===== config.mk =====
export PLATFORM = sky130hd
export DESIGN_NAME = data_skid_stage
export DESIGN_NICKNAME = d
export VERILOG_FILES = /design/src/rtl/data_skid_stage.sv
export SDC_FILE = /design/constraint.sdc
export NUM_CORES = 1
export LEC_CHECK = 0
export ABC_AREA = 0
export CORE_MARGIN = 2
export CORE_UTILIZATION = 50
export DETAILED_ROUTE_END_ITERATION = 8
export HOLD_SLACK_MARGIN = 0.15
export PLACE_DENSITY = 0.79
export SLEW_MARGIN = 20
export SYNTH_ARGS = -nofsm -noshare
export SYNTH_HDL_FRONTEND = slang
export SYNTH_SLANG_ARGS = --single-unit

===== constraint.sdc =====
create_clock -name iClk -period 2.4 [get_ports iClk]
set_input_delay 0.24 -clock iClk [delete_from_list [all_inputs] [get_ports iClk]]
set_output_delay 0.24 -clock iClk [all_outputs]
set_load 0.01 [all_outputs]

===== src/rtl/data_skid_stage.sv =====
// -----------------------------------------------------------------------------
// data_skid_stage
//
// Two-entry valid/ready skid buffer. All outputs come straight from flops, so
// there is no combinational path from iReady to oReady or from iValid/iData to
// oValid/oData. A main register drives oData and a skid register catches the
// word that arrives while the downstream side stalls.
//
// States:
//   EMPTY : no word held            oValid=0 oReady=1
//   BUSY  : one word in main        oValid=1 oReady=1
//   FULL  : main + skid both held   oValid=1 oReady=0
//
// Parameters:
//   WIDTH        data bits per word (1..256)
//
// Ports:
//   iClk         clock, rising edge
//   iReset       asynchronous active-high reset
//   iData        upstream word
//   iValid       upstream word present
//   oReady       stage can accept a word (registered)
//   oData        downstream word (registered, main register)
//   oValid       oData valid (registered)
//   iReady       downstream accepts oData
//   oStallCount  saturating count of stalled cycles (oValid=1, iReady=0);
//                present only when DATA_SKID_STAGE_STALLCNT_EN is defined
//
// Optional feature macro: DATA_SKID_STAGE_STALLCNT_EN
// -----------------------------------------------------------------------------
module data_skid_stage #(
  parameter int WIDTH = 32
) (
  input  logic             iClk,
  input  logic             iReset,
  input  logic [WIDTH-1:0] iData,
  input  logic             iValid,
  output logic             oReady,
  output logic [WIDTH-1:0] oData,
  output logic             oValid,
  input  logic             iReady
`ifdef DATA_SKID_STAGE_STALLCNT_EN
  ,
  output logic [15:0]      oStallCount
`endif
);

  typedef enum logic [1:0] {
    ST_EMPTY = 2'd0,
    ST_BUSY  = 2'd1,
    ST_FULL  = 2'd2
  } state_t;

  state_t           r_state;
  state_t           w_state_nxt;
  logic             r_valid;
  logic             r_ready;
  logic [WIDTH-1:0] r_main;
  logic [WIDTH-1:0] r_skid;

  logic             w_in_xfer;
  logic             w_out_xfer;
  logic             w_load_main;
  logic             w_main_from_skid;
  logic             w_load_skid;
  logic [WIDTH-1:0] w_main_nxt;

  // Handshakes use the registered flags, never the inputs' reverse direction.
  assign w_in_xfer  = iValid & r_ready;
  assign w_out_xfer = r_valid & iReady;

  // Next-state and register load enables.
  always_comb begin
    w_state_nxt      = r_state;
    w_load_main      = 1'b0;
    w_main_from_skid = 1'b0;
    w_load_skid      = 1'b0;
    case (r_state)
      ST_EMPTY: begin
        if (w_in_xfer) begin
          w_state_nxt = ST_BUSY;
          w_load_main = 1'b1;
        end else begin
          w_state_nxt = ST_EMPTY;
        end
      end
      ST_BUSY: begin
        if (w_in_xfer && w_out_xfer) begin
          w_state_nxt = ST_BUSY;
          w_load_main = 1'b1;
        end else if (w_in_xfer) begin
          // Downstream stalled: park the new word in the skid register.
          w_state_nxt = ST_FULL;
          w_load_skid = 1'b1;
        end else if (w_out_xfer) begin
          w_state_nxt = ST_EMPTY;
        end else begin
          w_state_nxt = ST_BUSY;
        end
      end
      ST_FULL: begin
        // oReady is low here, so only the output side can move.
        if (w_out_xfer) begin
          w_state_nxt      = ST_BUSY;
          w_load_main      = 1'b1;
          w_main_from_skid = 1'b1;
        end else begin
          w_state_nxt = ST_FULL;
        end
      end
      default: begin
        w_state_nxt = ST_EMPTY;
      end
    endcase
  end

  // Source of the next main-register word.
  always_comb begin
    if (w_main_from_skid) begin
      w_main_nxt = r_skid;
    end else begin
      w_main_nxt = iData;
    end
  end

  // State register with registered valid/ready flags derived from next state.
  // r_ready stays low through reset and rises on the first edge after release.
  always_ff @(posedge iClk or posedge iReset) begin
    if (iReset) begin
      r_state <= ST_EMPTY;
      r_valid <= 1'b0;
      r_ready <= 1'b0;
    end else begin
      r_state <= w_state_nxt;
      r_valid <= (w_state_nxt != ST_EMPTY);
      r_ready <= (w_state_nxt != ST_FULL);
    end
  end

  // Main and skid data registers.
  always_ff @(posedge iClk or posedge iReset) begin
    if (iReset) begin
      r_main <= {WIDTH{1'b0}};
      r_skid <= {WIDTH{1'b0}};
    end else begin
      if (w_load_main) begin
        r_main <= w_main_nxt;
      end
      if (w_load_skid) begin
        r_skid <= iData;
      end
    end
  end

  assign oValid = r_valid;
  assign oReady = r_ready;
  assign oData  = r_main;

`ifdef DATA_SKID_STAGE_STALLCNT_EN
  logic [15:0] r_stall_cnt;

  // Saturating count of edges where a presented word was not taken.
  always_ff @(posedge iClk or posedge iReset) begin
    if (iReset) begin
      r_stall_cnt <= 16'h0000;
    end else if (r_valid && !iReady && (r_stall_cnt != 16'hFFFF)) begin
      r_stall_cnt <= r_stall_cnt + 16'h0001;
    end
  end

  assign oStallCount = r_stall_cnt;
`endif

endmodule


* After elaboration in Yosys (flattened, before gate mapping)
Index checks and enable logic that the tools add are counted.
** Storage, ports and cells
- Register bits after elaboration :: 68
- Input bits :: 36
- Output and inout bits :: 34
- Word-level logic and storage cells :: 27
** Cells by class
- Equal/unequal tests :: 3
- Multiplexer cells :: 14
- Bitwise gates (word level) :: 2
- Reductions and logical operators :: 3
** Operators by type and width (count)
- $mux W32 :: 1
- $mux W1 :: 8
- $mux W2 :: 3
- $pmux W2 S3 :: 1
- $pmux W1 S3 :: 1
- $and A1 B1 Y1 :: 2
- $eq A2 B1 Y1 const B :: 1
- $eq A2 B2 Y1 const B :: 1
- $logic_not A2 Y1 :: 1
- $ne A2 B2 Y1 const B :: 1
- $reduce_bool A2 Y1 :: 1
- $logic_and A1 B1 Y1 :: 1

* Longest topological paths before layout
Gate-level depths: netlist of the first run.
- Word-level depth :: 6
- Depth in mapped cells :: 8
- Gate-level depth less buffers :: 6

* Worst setup path after synthesis of the first run
OpenSTA, ideal clock, no wires.
- Path kind :: reg2reg
- Start point :: register r_ready (netlist: oReady)
- End point :: register r_skid[0]
- Library setup time :: 125 ps
- Arrival time :: 1550 ps
- Data required time :: 2275 ps
- Setup slack :: 726 ps
- Cell stages (with the launch flop) :: 6
- Buffers on the path :: 1
- Period minus slack after synthesis :: 1674 ps
- Cell sequence :: dfrtp_1 and2_1 ha_1 nand3b_1 buf_2 mux2_2
** Between the ends
- Cells in the longest elaborated chain, start to end :: 4
- Elaborated cells between the ends (all ways) :: 5
- Classes of those cells :: 3 x mux; 1 x bitwise; 1 x reduce/logical
** Ends and longest elaborated chain
- from (decl) :: RTL line 57 : logic r_ready;
- from (signal assigned) :: RTL line 136 : r_ready <= (w_state_nxt != ST_FULL);
- $and A1 B1 Y1 (*) :: RTL line 69 : assign w_in_xfer = iValid & r_ready;
- $mux W1 or $logic_and A1 B1 Y1 (tied branches) :: RTL line 91, 88
- $mux W1 (*) :: RTL line 88 : if (w_in_xfer && w_out_xfer) begin
- $mux W1 (*) :: RTL line 78 : case (r_state)
- to (signal assigned) :: RTL line 144 : r_skid <= {WIDTH{1'b0}};
- to (signal assigned) :: RTL line 150 : r_skid <= iData;
- to (decl) :: RTL line 59 : logic [WIDTH-1:0] r_skid;
Every way passes the cells marked *; elsewhere a longest branch is shown, timed or not.
A chain may end at the register's enable or synchronous reset.

* Worst setup path in the final report of the first run
- Start point :: register r_valid (netlist: oValid)
- End point :: register r_main[30] (netlist: oData[30])
** Between the ends
- Cells in the longest elaborated chain, start to end :: 4
- Elaborated cells between the ends (all ways) :: 7
- Classes of those cells :: 5 x mux; 1 x bitwise; 1 x reduce/logical
** Ends and longest elaborated chain
- from (decl) :: RTL line 56 : logic r_valid;
- from (signal assigned) :: RTL line 135 : r_valid <= (w_state_nxt != ST_EMPTY);
- $and A1 B1 Y1 (*) :: RTL line 70 : assign w_out_xfer = r_valid & iReady;
- $logic_and A1 B1 Y1 or $mux W1 (tied branches) :: RTL line 88, 103
- $mux W1, on equally long branches :: RTL line 88, 78
- $pmux W1 S3 or $mux W32 (tied branches) :: RTL line 78, 119
- to (signal assigned) :: RTL line 143 : r_main <= {WIDTH{1'b0}};
- to (signal assigned) :: RTL line 147 : r_main <= w_main_nxt;
- to (decl) :: RTL line 58 : logic [WIDTH-1:0] r_main;
Marks and branches as above.

==> flow_summary.toml, run 1 <==
[placed_design]
dpl-instance-area_um2 = 3900
port-buffer-count = 69
place_inst = 403
post-place-ws_ns = 0.249
globalplace.congestion = 0.730
post-dp-hpwl_mm = 4.42

[grt]
antenna_found_initial = 0
grt_pass1_wl_mm = 11.6
grt_pass1_vias = 2363
grt_max_degree = 38
grt_overflow_total = 0
grt_usage = 0.207

[power_and_ir_drop]
p_total_mw = 5.22
clkPwrFrac = 0.174
power.switching_mw = 1.77
seqPwrFrac = 0.394
switching_share = 0.339
p_leak_nw = 1.78
combPwrFrac = 0.432
cellPowerDensity_nw_per_um2 = 1280
intPower_mw = 3.45
ir_drop_mv = 0.645

[sta]
tightest_slew_ns = 0.711
timing.hold.ws_ns = 0.327
slew_violations = 0
finalWorstSetupSlack_ns = 0.547
period_needed_ns = 1.85
hold_viol = 0
max_slew_margin = 0.525
finalSetupViolCount = 0
finalCritPeriodShare = 0.772
skew_ns = 0.00676
rsz0062_at_grt = "no"
fmax_mhz = 540
setup_tns_ns = 0

[synthesis]
async_flop_share = 1.00
yosysSeqAreaShare = 0.544
netlist.area_leader.share = 0.544
synth.distinct_cells = 24
synth_commonest_cells = "dfrtp_1, nand2_1, o21ai_0"
synthCells = 270
synth_edf_count = 0
yosysTopAreaCell = "dfrtp_1"
synth_area_um2 = 3130
yosys-top-cells-area = "dfrtp_1, o211ai_2, mux2_2"
ys.warnings.count = 0
synth-seq-cells = 68
syn_avg_cell_area_um2 = 11.6
ys.flop_type = "dfrtp_1"
synthMostInstantiatedCell = "dfrtp_1"
synthesis.nets = 308

[floorplanning]
pin_count = 70
num_rows = 28
die_width_um = 83.1
dieArea_um2 = 6900
start_util = 0.522
die_y_um = 83.1
core_um2 = 5990

[worst_setup_path]
rr_worst_depth = 7
crit_chain = "nand2_1 -> inv_1 -> ha_1 -> and3b_1 -> or2_2 -> buf_4 -> o211ai_1"
reg2reg_slack_ns = 0.55
cp_slowest_cell = "dfrtp_1"
end_kind = "flip-flop"
reg2reg_from = "oValid"
r2r_end = "oData[30]"
crit_end = "oData[30]"
max_stage_delay_ns = 0.42
worst-path-stages = 7
critical_path.top_delay_family = "simple AND/OR/NAND/NOR gates"
arrival_ns = 2.11
critPathKind = "flip-flop to flip-flop"
critPathMaxFanout = 24
required_ns = 2.66
crit_path_start_kind = "flip-flop"
cp_num_buf_inv = 2
worst_setup_path_startpoint = "oValid"

[detailed_routing]
wl_met1_mm = 3.03
via_per_inst = 5.53
totalWireLength_mm = 6.84
met2_length_mm = 3.40
avgRoutedWirePerCell_um = 16.3
wl_met3_um = 313
num_vias = 2317
top_layer = "met4"
drt_iter0_drc = 110
drtPass1Iterations = 4
post-route-drc-count = 0
ant_nets = 0

[layout]
drive_gt1_frac = 0.267
fin_nets = 377
antennaDiodeCount = 0
instances_no_fill = 419
syn2layout_area_growth_pct = 30.8
finalInstanceArea_um2 = 4090
utilization = 0.682

[cts]
root_buffer = "clkbuf_8"
hold_buffers = 0
cts_max_path_buffers = 2
insertion_delay_ns = 0.34
cts.sinks = 68
cts_setup_buffers = 0
cts_tree = "yes"
cts-resized-gates = 0
path_clk_slew_ns = 0.08
numCtsBuffers = 9
h-tree-depth = 3

[status]
status = "finished, final reports clean"

[flow_run]
maxCapViolations = 0

[min_path]
hold_class = "input port to asynchronous set/reset pin"
==> worst min-delay path by stage <==
stage,start,endpoint,slack [ns]
detailed placement,r_skid[19],oData[19],0.48
global route,iReset,oData[28],0.38
CTS,iReset,oData[28],0.34
floorplan,iData[12],r_skid[12],0.39
finish,iReset,oData[28],0.33
global placement,r_skid[19],oData[19],0.47
==> per-layer routing <==
layer  GRT usage  vias up
li1            -     1083
met1       0.277     1159
met5           0        -
met2       0.338       65
met3      0.0338       10
met4      0.0849        0
==> flip-flops by register name, summed over array words and instances (netlist names) <==
name and flops:
r_skid 32, r_state 2, oReady 1, oValid 1, oData 32
==> power by group through the flow <==
stage | sequential [mW] | combinational (mW) | clock [mW]
finish | 2.06 | 2.26 | 0.910
global route | 2.12 | 2.45 | 0.987
CTS | 2.05 | 2.28 | 0.929
detailed placement | 2.06 | 2.28 | 0
global placement | 2.04 | 2.20 | 0
floorplan | 2.10 | 1.36 | 0
==> area by class of cell <==
| type | count | area, um^2 |
|---|---|---|
| tap | 75 | 93.8 |
| clock buffer | 9 | 124 |
| timing repair buffer | 80 | 798 |
| multi-input combinational | 178 | 1290 |
| clock inverter | 7 | 67.6 |
| fill | 458 | 1900 |
| inverter | 2 | 7.51 |
| sequential | 68 | 1700 |
==> layout by cell type, fill, tap and decap left out, types with 3 or more instances in the layout <==
cell,Yosys,routed
dfrtp_1,68,68
mux2_2,32,32
nand2_1,66,66
o21ai_0,33,33
o211ai_2,30,30
clkinvlp_4,0,3
buf_4,1,9
clkinv_2,0,3
clkbuf_8,0,9
clkdlybuf4s50_1,0,69
==> cell families after synthesis <==
logic type               synth area share
AO/OA/AOI/OAI                       0.184
adder cells (fa/ha/maj)           0.00801
buffers and inverters              0.0412
flip-flops                          0.544
multiplexers                        0.118
AND/OR/NAND/NOR                     0.104
==> worst reg2reg max path, cell delays in order, from the launching register on <==
cell      delay (ns)
dfrtp_1         0.42
nand2_1         0.14
inv_1           0.06
ha_1            0.19
and3b_1         0.19
or2_2           0.28
buf_4           0.27
o211ai_1        0.23
No activity file was read; power rests on OpenSTA's default activity.
==> inputs of run 2 (changes only) <==
==> constraint.sdc (replaced) <==
create_clock -name iClk -period 1.8 [get_ports iClk]
set_input_delay 0.18 -clock iClk [delete_from_list [all_inputs] [get_ports iClk]]
set_output_delay 0.18 -clock iClk [all_outputs]
set_load 0.01 [all_outputs]
==> run 2 against run 1 <==
Worst hold slack got worse by 0.028 ns. Register-to-register slack got worse by 0.46 ns. Routed wire length down 0.50%. Clock skew about the same. Critical path depth shrank 1. Cell count increased by 0.24%. Core utilization increased by 0.65 points.
==> flow_summary.toml, run 2 (synthesized netlist as in run 1, its figures left out) <==
[status]
status = "finished, final reports clean"

[power_and_ir_drop]
cellPowerDensity_nw_per_um2 = 1690
p_leak_nw = 1.80
p_total_mw = 6.97
ir_drop_mv = 1.14

[layout]
fillers = 458
finalInstanceArea_um2 = 4130
instances_no_fill = 420
final_cell_mix = "clkdlybuf4s50_1, dfrtp_1, nand2_1"
fin_nets = 378
multi_input_area_um2 = 1290
antennaDiodeCount = 0
layout_commonest_cell = "clkdlybuf4s50_1"
drive_gt1_frac = 0.267
syn2layout_area_growth_pct = 32.0
regArea_um2 = 1700
utilization = 0.689

[flow_run]
maxCapViolations = 0

[sta]
hold_viol = 0
slew_violations = 0
rsz0062_at_grt = "no"
finalWorstSetupSlack_ns = 0.0857
finalSetupViolCount = 0
setup_tns_ns = 0
finalCritPeriodShare = 0.952
skew_ns = 0.00703
period_needed_ns = 1.71
tightest_slew_ns = 0.353
timing.hold.ws_ns = 0.299
max_slew_margin = 0.765
fmax_mhz = 583

[worst_setup_path]
crit_end = "oData[13]"
critical_path.top_delay_family = "simple AND/OR/NAND/NOR gates"
reg2reg_from = "oReady"
arrival_ns = 1.96
critPathKind = "flip-flop to flip-flop"
critPathMaxFanout = 8
max_stage_delay_ns = 0.39
reg2reg_slack_ns = 0.09
end_kind = "flip-flop"
required_ns = 2.05
r2r_end = "oData[13]"
rr_worst_depth = 6
worst_setup_path_startpoint = "oReady"
cp_num_buf_inv = 1
crit_path_start_kind = "flip-flop"
crit_chain = "and2_1 -> ha_1 -> and3b_1 -> or2_2 -> buf_4 -> o211ai_2"
worst-path-stages = 6
cp_slowest_cell = "dfrtp_1"

[cts]
cts_tree = "yes"
path_clk_slew_ns = 0.07
cts_setup_buffers = 0
hold_buffers = 0
insertion_delay_ns = 0.33
numCtsBuffers = 9
root_buffer = "clkbuf_8"
cts_max_path_buffers = 2
cts-resized-gates = 0
h-tree-depth = 3
cts.sinks = 68

[placed_design]
place_inst = 404
port-buffer-count = 69
dpl-instance-area_um2 = 3960
post-dp-hpwl_mm = 4.37
globalplace.congestion = 0.895
post-place-ws_ns = -0.149

[min_path]
hold_class = "input port to asynchronous set/reset pin"

[grt]
grt_pass1_vias = 2454
antenna_found_initial = 0
grt_usage = 0.210
grt_overflow_total = 0
grt_pass1_wl_mm = 11.7
grt_max_degree = 69

[detailed_routing]
num_vias = 2328
drtPass1Iterations = 4
totalWireLength_mm = 6.81
ant_nets = 0
via_per_inst = 5.54
avgRoutedWirePerCell_um = 16.2
post-route-drc-count = 0
drt_iter0_drc = 155

[floorplanning]
pin_count = 70
die_y_um = 83.1
num_rows = 28
start_util = 0.522
die_width_um = 83.1
core_um2 = 5990
dieArea_um2 = 6900
==> run 2: how the worst min path moves through the flow <==
stage                     slack (ns)         end  cells after the start      start
after floorplan                 0.33  r_skid[12]                      1  iData[12]
after global placement          0.47    oData[1]                      2  r_skid[1]
after detailed placement        0.48    oData[5]                      2  r_skid[5]
after CTS                       0.31   oData[12]                      3     iReset
after global routing            0.35    oData[2]                      3     iReset
final                           0.30    oData[7]                      3     iReset
==> run 2: worst register-to-register path, stage by stage (launching register included) <==
cell and delay, ns:
dfrtp_1 0.39, and2_1 0.19, ha_1 0.18, and3b_1 0.19, or2_2 0.32, buf_4 0.20
o211ai_2 0.17
==> run 2: final cells by class <==
class / count / share of cell area
flip-flops and latches: 68 / 0.412
multi-input cells: 178 / 0.314
repair buffers: 81 / 0.207
clock buffers: 11 / 0.0343
well taps: 75 / 0.0227
clock inverters: 5 / 0.00667
inverters: 2 / 0.00273
==> run 2: metal layers <==
layer | vias up | global-route usage | routed length [um]
li1 | 1090 | - | -
met1 | 1171 | 0.277 | 3100
met2 | 58 | 0.345 | 3380
met3 | 9 | 0.0417 | 240
met4 | 0 | 0.0790 | 85
met5 | - | 0 | 0
==> run 2: power breakdown <==
part | internal, mW | total, mW | leakage [nW] | switching (mW)
clock | 0.528 | 1.08 | 0.0889 | 0.552
combinational | 1.77 | 3.16 | 0.891 | 1.39
sequential | 2.30 | 2.73 | 0.821 | 0.424
total | 4.60 | 6.97 | 1.80 | 2.37
